<file path="config.mk">
export PLATFORM = sky130hd
export DESIGN_NAME = fetch_unit
export DESIGN_NICKNAME = d
export VERILOG_FILES = /design/src/rtl/fetch_unit.sv
export SDC_FILE = /design/constraint.sdc
export NUM_CORES = 1
export LEC_CHECK = 0
export ABC_AREA = 1
export BUFFER_PORTS_ARGS = -buffer_cell sky130_fd_sc_hd__clkbuf_2
export CAP_MARGIN = 25
export CORE_ASPECT_RATIO = 1.75
export CORE_UTILIZATION = 38
export DETAILED_ROUTE_END_ITERATION = 10
export GPL_ROUTABILITY_DRIVEN = 1
export GPL_TIMING_DRIVEN = 0
export PLACE_DENSITY = 0.61
export SLEW_MARGIN = 15
export SYNTH_ARGS = -nofsm -noshare
export SYNTH_HDL_FRONTEND = slang
export SYNTH_SLANG_ARGS = --single-unit
</file>
<file path="constraint.sdc">
create_clock -name CLK -period 1.85 [get_ports CLK]
set_input_delay 0.37 -clock CLK [delete_from_list [all_inputs] [get_ports CLK]]
set_output_delay 0.37 -clock CLK [all_outputs]
set_load 0.01 [all_outputs]
</file>
<file path="src/rtl/fetch_unit.sv">
// Instruction fetch unit for a pipelined RISC-V style core.
// Issues instruction reads, delivers fetched words into IF/ID,
// buffers a word while the hazard unit stalls IF, drains an
// outstanding read after a redirect, and parks itself on halt.
module fetch_unit #(
  parameter logic [31:0] PC0 = 32'h0000_0000
) (
  input  logic        CLK,
  input  logic        RST,
  input  logic        ihit,
  input  logic [31:0] imemload,
  input  logic        stall_IF,
  input  logic        redirect_en,
  input  logic [31:0] redirect_pc,
  input  logic        halt,
  output logic        imemREN,
  output logic [31:0] imemaddr,
  output logic        fetch_valid,
  output logic [31:0] pc,
  output logic [31:0] instr,
  output logic        j_en,
  output logic        b_en,
  output logic        flush_IF_ID
);

  // Fetch addresses are always word aligned, including the reset address.
  localparam logic [31:0] PC0_ALIGNED = PC0 & 32'hFFFF_FFFC;

  localparam logic [6:0] OPC_JAL    = 7'b1101111;
  localparam logic [6:0] OPC_JALR   = 7'b1100111;
  localparam logic [6:0] OPC_BRANCH = 7'b1100011;

  typedef enum logic [1:0] {
    FETCH  = 2'd0,
    HOLD   = 2'd1,
    DRAIN  = 2'd2,
    HALTED = 2'd3
  } state_t;

  state_t      r_state;
  state_t      w_nextState;
  logic [31:0] r_pcReg;
  logic [31:0] w_nextPc;
  logic [31:0] r_holdBuf;
  logic [31:0] w_nextHoldBuf;
  logic [31:0] r_pendingPc;
  logic [31:0] w_nextPendingPc;

  logic        w_deliver;
  logic [31:0] w_deliverWord;
  logic        w_flush;
  logic [31:0] w_redirectTarget;
  logic [31:0] w_pcInc;
  logic [6:0]  w_opcode;

  assign w_redirectTarget = redirect_pc & 32'hFFFF_FFFC;
  assign w_pcInc          = r_pcReg + 32'd4;
  assign w_opcode         = w_deliverWord[6:0];

  // Next-state logic; redirect beats halt, halt beats stall, stall beats ihit.
  always_comb begin
    w_nextState     = r_state;
    w_nextPc        = r_pcReg;
    w_nextHoldBuf   = r_holdBuf;
    w_nextPendingPc = r_pendingPc;
    w_deliver       = 1'b0;
    w_deliverWord   = 32'h0;
    w_flush         = 1'b0;
    case (r_state)
      FETCH: begin
        if (redirect_en) begin
          w_flush = 1'b1;
          if (ihit) begin
            w_nextPc = w_redirectTarget;
          end else begin
            w_nextPendingPc = w_redirectTarget;
            w_nextState     = DRAIN;
          end
        end else if (halt) begin
          w_nextState = HALTED;
        end else if (stall_IF) begin
          if (ihit) begin
            w_nextHoldBuf = imemload;
            w_nextState   = HOLD;
          end
        end else if (ihit) begin
          w_deliver     = 1'b1;
          w_deliverWord = imemload;
          w_nextPc      = w_pcInc;
        end
      end
      HOLD: begin
        if (redirect_en) begin
          w_flush       = 1'b1;
          w_nextPc      = w_redirectTarget;
          w_nextHoldBuf = 32'h0;
          w_nextState   = FETCH;
        end else if (halt) begin
          w_nextState = HALTED;
        end else if (!stall_IF) begin
          w_deliver     = 1'b1;
          w_deliverWord = r_holdBuf;
          w_nextPc      = w_pcInc;
          w_nextState   = FETCH;
        end
      end
      DRAIN: begin
        if (redirect_en) begin
          w_flush         = 1'b1;
          w_nextPendingPc = w_redirectTarget;
          if (ihit) begin
            w_nextPc    = w_redirectTarget;
            w_nextState = FETCH;
          end
        end else if (halt) begin
          w_nextState = HALTED;
        end else if (ihit) begin
          w_nextPc    = r_pendingPc;
          w_nextState = FETCH;
        end
      end
      HALTED: begin
        w_nextState = HALTED;
      end
      default: begin
        w_nextState = FETCH;
      end
    endcase
  end

  // State and datapath registers; reset abandons any held or pending work.
  always_ff @(posedge CLK) begin
    if (RST) begin
      r_state     <= FETCH;
      r_pcReg     <= PC0_ALIGNED;
      r_holdBuf   <= 32'h0;
      r_pendingPc <= 32'h0;
    end else begin
      r_state     <= w_nextState;
      r_pcReg     <= w_nextPc;
      r_holdBuf   <= w_nextHoldBuf;
      r_pendingPc <= w_nextPendingPc;
    end
  end

  // Output drive; reset forces a quiet interface pointing at the reset address.
  always_comb begin
    imemREN     = 1'b0;
    imemaddr    = PC0_ALIGNED;
    fetch_valid = 1'b0;
    pc          = 32'h0;
    instr       = 32'h0;
    j_en        = 1'b0;
    b_en        = 1'b0;
    flush_IF_ID = 1'b0;
    if (!RST) begin
      imemREN     = (r_state == FETCH) || (r_state == DRAIN);
      imemaddr    = {r_pcReg[31:2], 2'b00};
      fetch_valid = w_deliver;
      flush_IF_ID = w_flush;
      if (w_deliver) begin
        pc    = r_pcReg;
        instr = w_deliverWord;
        j_en  = (w_opcode == OPC_JAL) || (w_opcode == OPC_JALR);
        b_en  = (w_opcode == OPC_BRANCH);
      end
    end
  end

endmodule

</file>
After elaboration in Yosys (flattened, before gate mapping)
Index checks and enable logic that the tools add are counted.
{ "op_classes": {"addsub": 1, "n_eq_ne": 25, "muxes": 64, "n_reduce_logical": 11} }
{ "op_table": {"columns": ["operator", "count"], "rows": [
  ["$mux 32", 31],
  ["$pmux 32 s2", 3],
  ["$pmux 32 s3", 1],
  ["$add 32x3->32 const B", 1],
  ["$ne 3x3->1 const B", 8],
  ["$mux 2", 11],
  ["$eq 7x7->1 const B", 3],
  ["$mux 1", 16],
  ["$ne 2x2->1 const B", 8],
  ["$ne 4x4->1 const B", 3],
  ["$pmux 2 s4", 1],
  ["$reduce_and 4->1", 2],
  ["$reduce_and 8->1", 1],
  ["$reduce_and 6->1", 1],
  ["$eq 2x2->1 const B", 2],
  ["$reduce_bool 2->1", 2],
  ["$reduce_bool 3->1", 1],
  ["$reduce_or 3->1", 1],
  ["$eq 2x1->1 const B", 1],
  ["$logic_not 2->1", 1],
  ["$logic_or 1x1->1", 2],
  ["$pmux 1 s2", 1]
]} }
{ "totals": {"reg_bits": 98, "in_bits": 70, "wordCells": 105} }

Logic depth before layout (Yosys ltp)
{ "depth": {"word_depth": 9, "depth_mapped": 13, "depth_no_buf": 13} }

Least setup slack after synthesis
OpenSTA, ideal clock, no wires.
{ "synth_timing": {"kind": "register to output", "start": "register r_state[1]", "end": "output pc[10]", "arrival_time_ps": 1696, "setup_slack_ps": -216, "stages_incl_launch_ff": 10, "cell_sequence": "dfxtp_1 -> inv_1 -> ha_1 -> nand2_2 -> nor2_4 -> inv_1 -> a21oi_2 -> inv_2 -> buf_6 -> nor2_1"} }
{ "synth_via": {"elab_chain_cells": 4} }
{ "synth_lines": {"columns": ["item", "line", "source"], "rows": [
  ["start, declared", "40", "state_t r_state;"],
  ["start signal, assigned", "139", "r_state <= w_nextState;"],
  ["$eq 2x1->1 or $logic_not 2->1 (tied branches)", "69", "case (r_state)"],
  ["$pmux 1 s2 (*)", "69", null],
  ["$mux 32 (*)", "161", "if (w_deliver) begin"],
  ["$mux 32 (*)", "156", "if (!RST) begin"],
  ["end, declared", "19", "output logic [31:0] pc,"]
]} }
Every way passes the cells marked *; elsewhere a longest branch is shown, timed or not.

Worst setup path in the final report
{ "layout_timing": {"start": "register r_state[1]", "end": "output j_en"} }
{ "layout_via": {"elab_chain_cells": 6} }
{ "layout_lines": {"columns": ["item", "line", "source"], "rows": [
  ["$eq 2x1->1 or $logic_not 2->1 (tied branches)", "69", null],
  ["$pmux 32 s2", "69", null],
  ["$eq 7x7->1", "164", "j_en = (w_opcode == OPC_JAL) || (w_opcode == OPC_JALR);"],
  ["$logic_or 1x1->1", "164", null],
  ["$mux 1 (*)", "161", null],
  ["$mux 1 (*)", "156", null],
  ["end, declared", "21", "output logic j_en,"]
]} }
Marked as above.

==> results.sh <==
export IMPL_run_status="finished, violations left"
export IMPL_violated_checks="negative setup slack"
export IMPL_top_cells_by_area_in_the_synthesized_netlist="sky130_fd_sc_hd__dfxtp_1, sky130_fd_sc_hd__nand2_1, sky130_fd_sc_hd__nor2_1"
export IMPL_holdBufCountCts=0
export IMPL_synthDistinctLibCells=36
export IMPL_die_area_um2=18500
export IMPL_skew_ns=0.0115
export IMPL_synth_top_cells_by_count="sky130_fd_sc_hd__nand2_1, sky130_fd_sc_hd__nor2_1, sky130_fd_sc_hd__a21oi_1"
export IMPL_layout_worst_path_cycle_share=1.30
export IMPL_drcViolationCount=0
export IMPL_global_route_overflow=0
export IMPL_worst_endpoint_arrival_ns=2.04
export IMPL_fraction_of_layout_instances_using_a_drive_strength_above_1=0.292
export IMPL_buffer_type_at_the_clock_tree_root="sky130_fd_sc_hd__clkbuf_16"
export IMPL_placement_cell_area_um2=8140
export IMPL_synth_most_common_cell="sky130_fd_sc_hd__nand2_1"
export IMPL_postSynthCellCount=1194
export IMPL_worst_r2r_startpoint="r_state[1]$_SDFFE_PP0P_"
export IMPL_grt_pass1_vias=8322
export IMPL_htree_levels=3
export IMPL_postSynthAreaPerCell_um2=5.72
export IMPL_dominantRegCellSynth="sky130_fd_sc_hd__dfxtp_1"
export IMPL_fillers=1878
export IMPL_finalWeightedCongestion=0.977
export IMPL_min_to="r_pendingPc[26]$_SDFFE_PP0P_"
export IMPL_io_pins=171
export IMPL_timing_hold_worst_path_depth=3
export IMPL_achievable_frequency_mhz=415
export IMPL_async_flop_share=0
export IMPL_clk_insertion_delay_late_ns=0.36
export IMPL_post_cts_clock_slew_at_the_launch_and_capture_registers_of_the_worst_setup_and_hold_paths_ns=0.08
export IMPL_cts_buffers=9
export IMPL_hold_class="in -> reg"
export IMPL_net_total_in_the_final_layout=1483
export IMPL_detail_route_vias_per_cell=5.35
export IMPL_ant_diodes=0
export IMPL_regToRegSetupSlack_ns=-0.29
export IMPL_grt_max_degree=17
export IMPL_detail_route_wirelength_um=29800
export IMPL_final_setup_viol_count=99
export IMPL_path_max_fanout=4
export IMPL_drt_iter0_drc=501
export IMPL_slew_headroom=0.569
export IMPL_rsz_0062_raised_after_global_routing="yes"
export IMPL_final_hold_worst_slack_ns=0.251
export IMPL_path_class="reg -> out"
export IMPL_synth_top_area_cell="sky130_fd_sc_hd__dfxtp_1"
export IMPL_die_h_um=179
export IMPL_critical_path_startpoint_type="register"
export IMPL_ys_ff_latch=96
export IMPL_rows=64
export IMPL_timing_final_crit_period_ns=2.41
export IMPL_clockBufferDepth=2
export IMPL_syn_cell_area_um2=6820
export IMPL_detail_route_first_pass_iterations=6
export IMPL_critPathCaptureType="output port"
export IMPL_finish_instance_area_um2=9440
export IMPL_timing_hold_worst_start="redirect_pc[26]"
export IMPL_register_area_share_after_synthesis=0.282
export IMPL_report_final_hold_viol_count=0
export IMPL_dpl_hpwl_um=22900
export IMPL_worst_ep_required_time_ns=1.48
export IMPL_synth_edf_count=0
export IMPL_fp_coreArea_um2=17500
export IMPL_grt_util_all_layers=0.322
export IMPL_first_pass_grt_wire_length_um=43400
export IMPL_leakagePower_nw=4.38
export IMPL_final_max_slew_viol_count=0
export IMPL_yosys_warnings=0
export IMPL_routed_length_per_instance_um=18.1
export IMPL_final_antenna_net_count=0
export IMPL_worst_r2r_cell_count=14
export IMPL_reg2reg_to="r_pcReg[8]$_SDFFE_PP0P_"
export IMPL_number_of_clock_sinks=96
export IMPL_die_x_um=103
export IMPL_placement_io_buffers=166
export IMPL_routed_via_count=8796
export IMPL_initial_core_util=0.389
export IMPL_syn_to_final_growth_pct=38.4
export IMPL_synthDominantCellAreaShare=0.282
export IMPL_slew_of_the_pin_with_the_lowest_slew_margin_ns=0.646
export IMPL_antenna_found_initial=0
export IMPL_maxCapViolCount=0
export IMPL_power_density_nw_per_um2=1470
export IMPL_worst_setup_slack_final_ns=-0.561
export IMPL_tritoncts="done"
export IMPL_ir_worst_vdd_mv=0.728
-- worst max-delay path by stage --
stage / startpoint / to / slack (ns) / depth (start not counted)
after floorplan: r_state[1]$_SDFFE_PP0P_ / j_en / -0.03 / 10
after global placement: redirect_en / j_en / -0.46 / 10
after detailed placement: redirect_en / j_en / -0.46 / 10
after CTS: r_state[1]$_SDFFE_PP0P_ / j_en / -0.57 / 11
after global routing: r_state[0]$_SDFFE_PP0P_ / b_en / -0.64 / 9
final: r_state[1]$_SDFFE_PP0P_ / j_en / -0.56 / 11
-- routing by layer --
metal	GRT usage	vias to the layer above	part of all wire
li1	-	4282	-
met1	0.281	4056	0.33
met2	0.623	336	0.54
met3	0.0448	122	0.046
met4	0.265	0	0.085
met5	0	-	0
-- critical path: stages (launching register included) --
cell and delay, ns:
sky130_fd_sc_hd__dfxtp_4 0.36, sky130_fd_sc_hd__inv_4 0.08, sky130_fd_sc_hd__ha_4 0.16, sky130_fd_sc_hd__inv_4 0.04, sky130_fd_sc_hd__buf_8 0.11, sky130_fd_sc_hd__nor2_4 0.16, sky130_fd_sc_hd__buf_6 0.17, sky130_fd_sc_hd__nand2_4 0.05
sky130_fd_sc_hd__nand2_1 0.07, sky130_fd_sc_hd__nand2_2 0.09, sky130_fd_sc_hd__nor4_4 0.23, sky130_fd_sc_hd__buf_2 0.17
-- placed cells by master (no fill, tap or decap), types with 20 or more instances in the layout --
cell type	n
sky130_fd_sc_hd__nand2_1	352
sky130_fd_sc_hd__nor2_1	171
sky130_fd_sc_hd__clkbuf_2	166
sky130_fd_sc_hd__dfxtp_1	93
sky130_fd_sc_hd__a21oi_1	80
sky130_fd_sc_hd__nand3_1	80
sky130_fd_sc_hd__o21ai_0	76
sky130_fd_sc_hd__inv_1	66
sky130_fd_sc_hd__a22oi_1	30
sky130_fd_sc_hd__buf_4	29
sky130_fd_sc_hd__nand2_2	29
sky130_fd_sc_hd__nor2_2	25
sky130_fd_sc_hd__a21oi_2	23
sky130_fd_sc_hd__nor2_4	21
sky130_fd_sc_hd__clkbuf_1	20
-- sequential cells by signal (all words and copies together), names as in the netlist --
signal and flops:
r_holdBuf 32, r_pcReg 32, r_pendingPc 30, r_state 2
-- cell families after synthesis --
logic type,share of synthesized area
flip-flops,0.282
AND/OR/NAND/NOR,0.418
adder cells (fa/ha/maj),0.00917
AO/OA/AOI/OAI,0.189
other,0.000550
buffers and inverters,0.102
-- repair_timing --
action                     CTS  global route
buffers inserted            25             5
pin swaps                   26            17
cloned                       5             4
resized for setup           94           106
setup endpoints to repair  148           170
-- area by class of cell --
type	count	area (µm²)	share of cell area
Multi-Input combinational cell	944	4750	0.503
Timing Repair inverter	1	7.51	0.000795
Inverter	82	337	0.0356
Tap cell	231	289	0.0306
Timing Repair Buffer	204	1270	0.135
Sequential cell	96	1930	0.204
Clock buffer	10	229	0.0242
Clock inverter	6	90.1	0.00954
Buffer	70	539	0.0571
-- per-stage QoR --
stage | TNS, ns | worst slack (ns) | cells | util | total power [mW]
floorplan | -0.646 | -0.0289 | 1195 | - | 7.71
global placement | -40.80 | -0.456 | 1592 | 0.464 | 9.90
detailed placement | -40.87 | -0.461 | 1592 | 0.464 | 9.93
CTS | -38.08 | -0.571 | 1637 | 0.517 | 13.1
global route | -44.21 | -0.636 | 1644 | 0.538 | 14.8
finish | -36.41 | -0.561 | 1644 | 0.538 | 13.9
-- where the power goes --
part / leakage, nW / switching, mW / internal [mW]
Clock: 0.153 / 0.928 / 1.20
Sequential: 0.787 / 0.757 / 2.77
Combinational: 3.44 / 5.15 / 3.11
Total: 4.38 / 6.83 / 7.07
(Power assumes the default switching activity.)
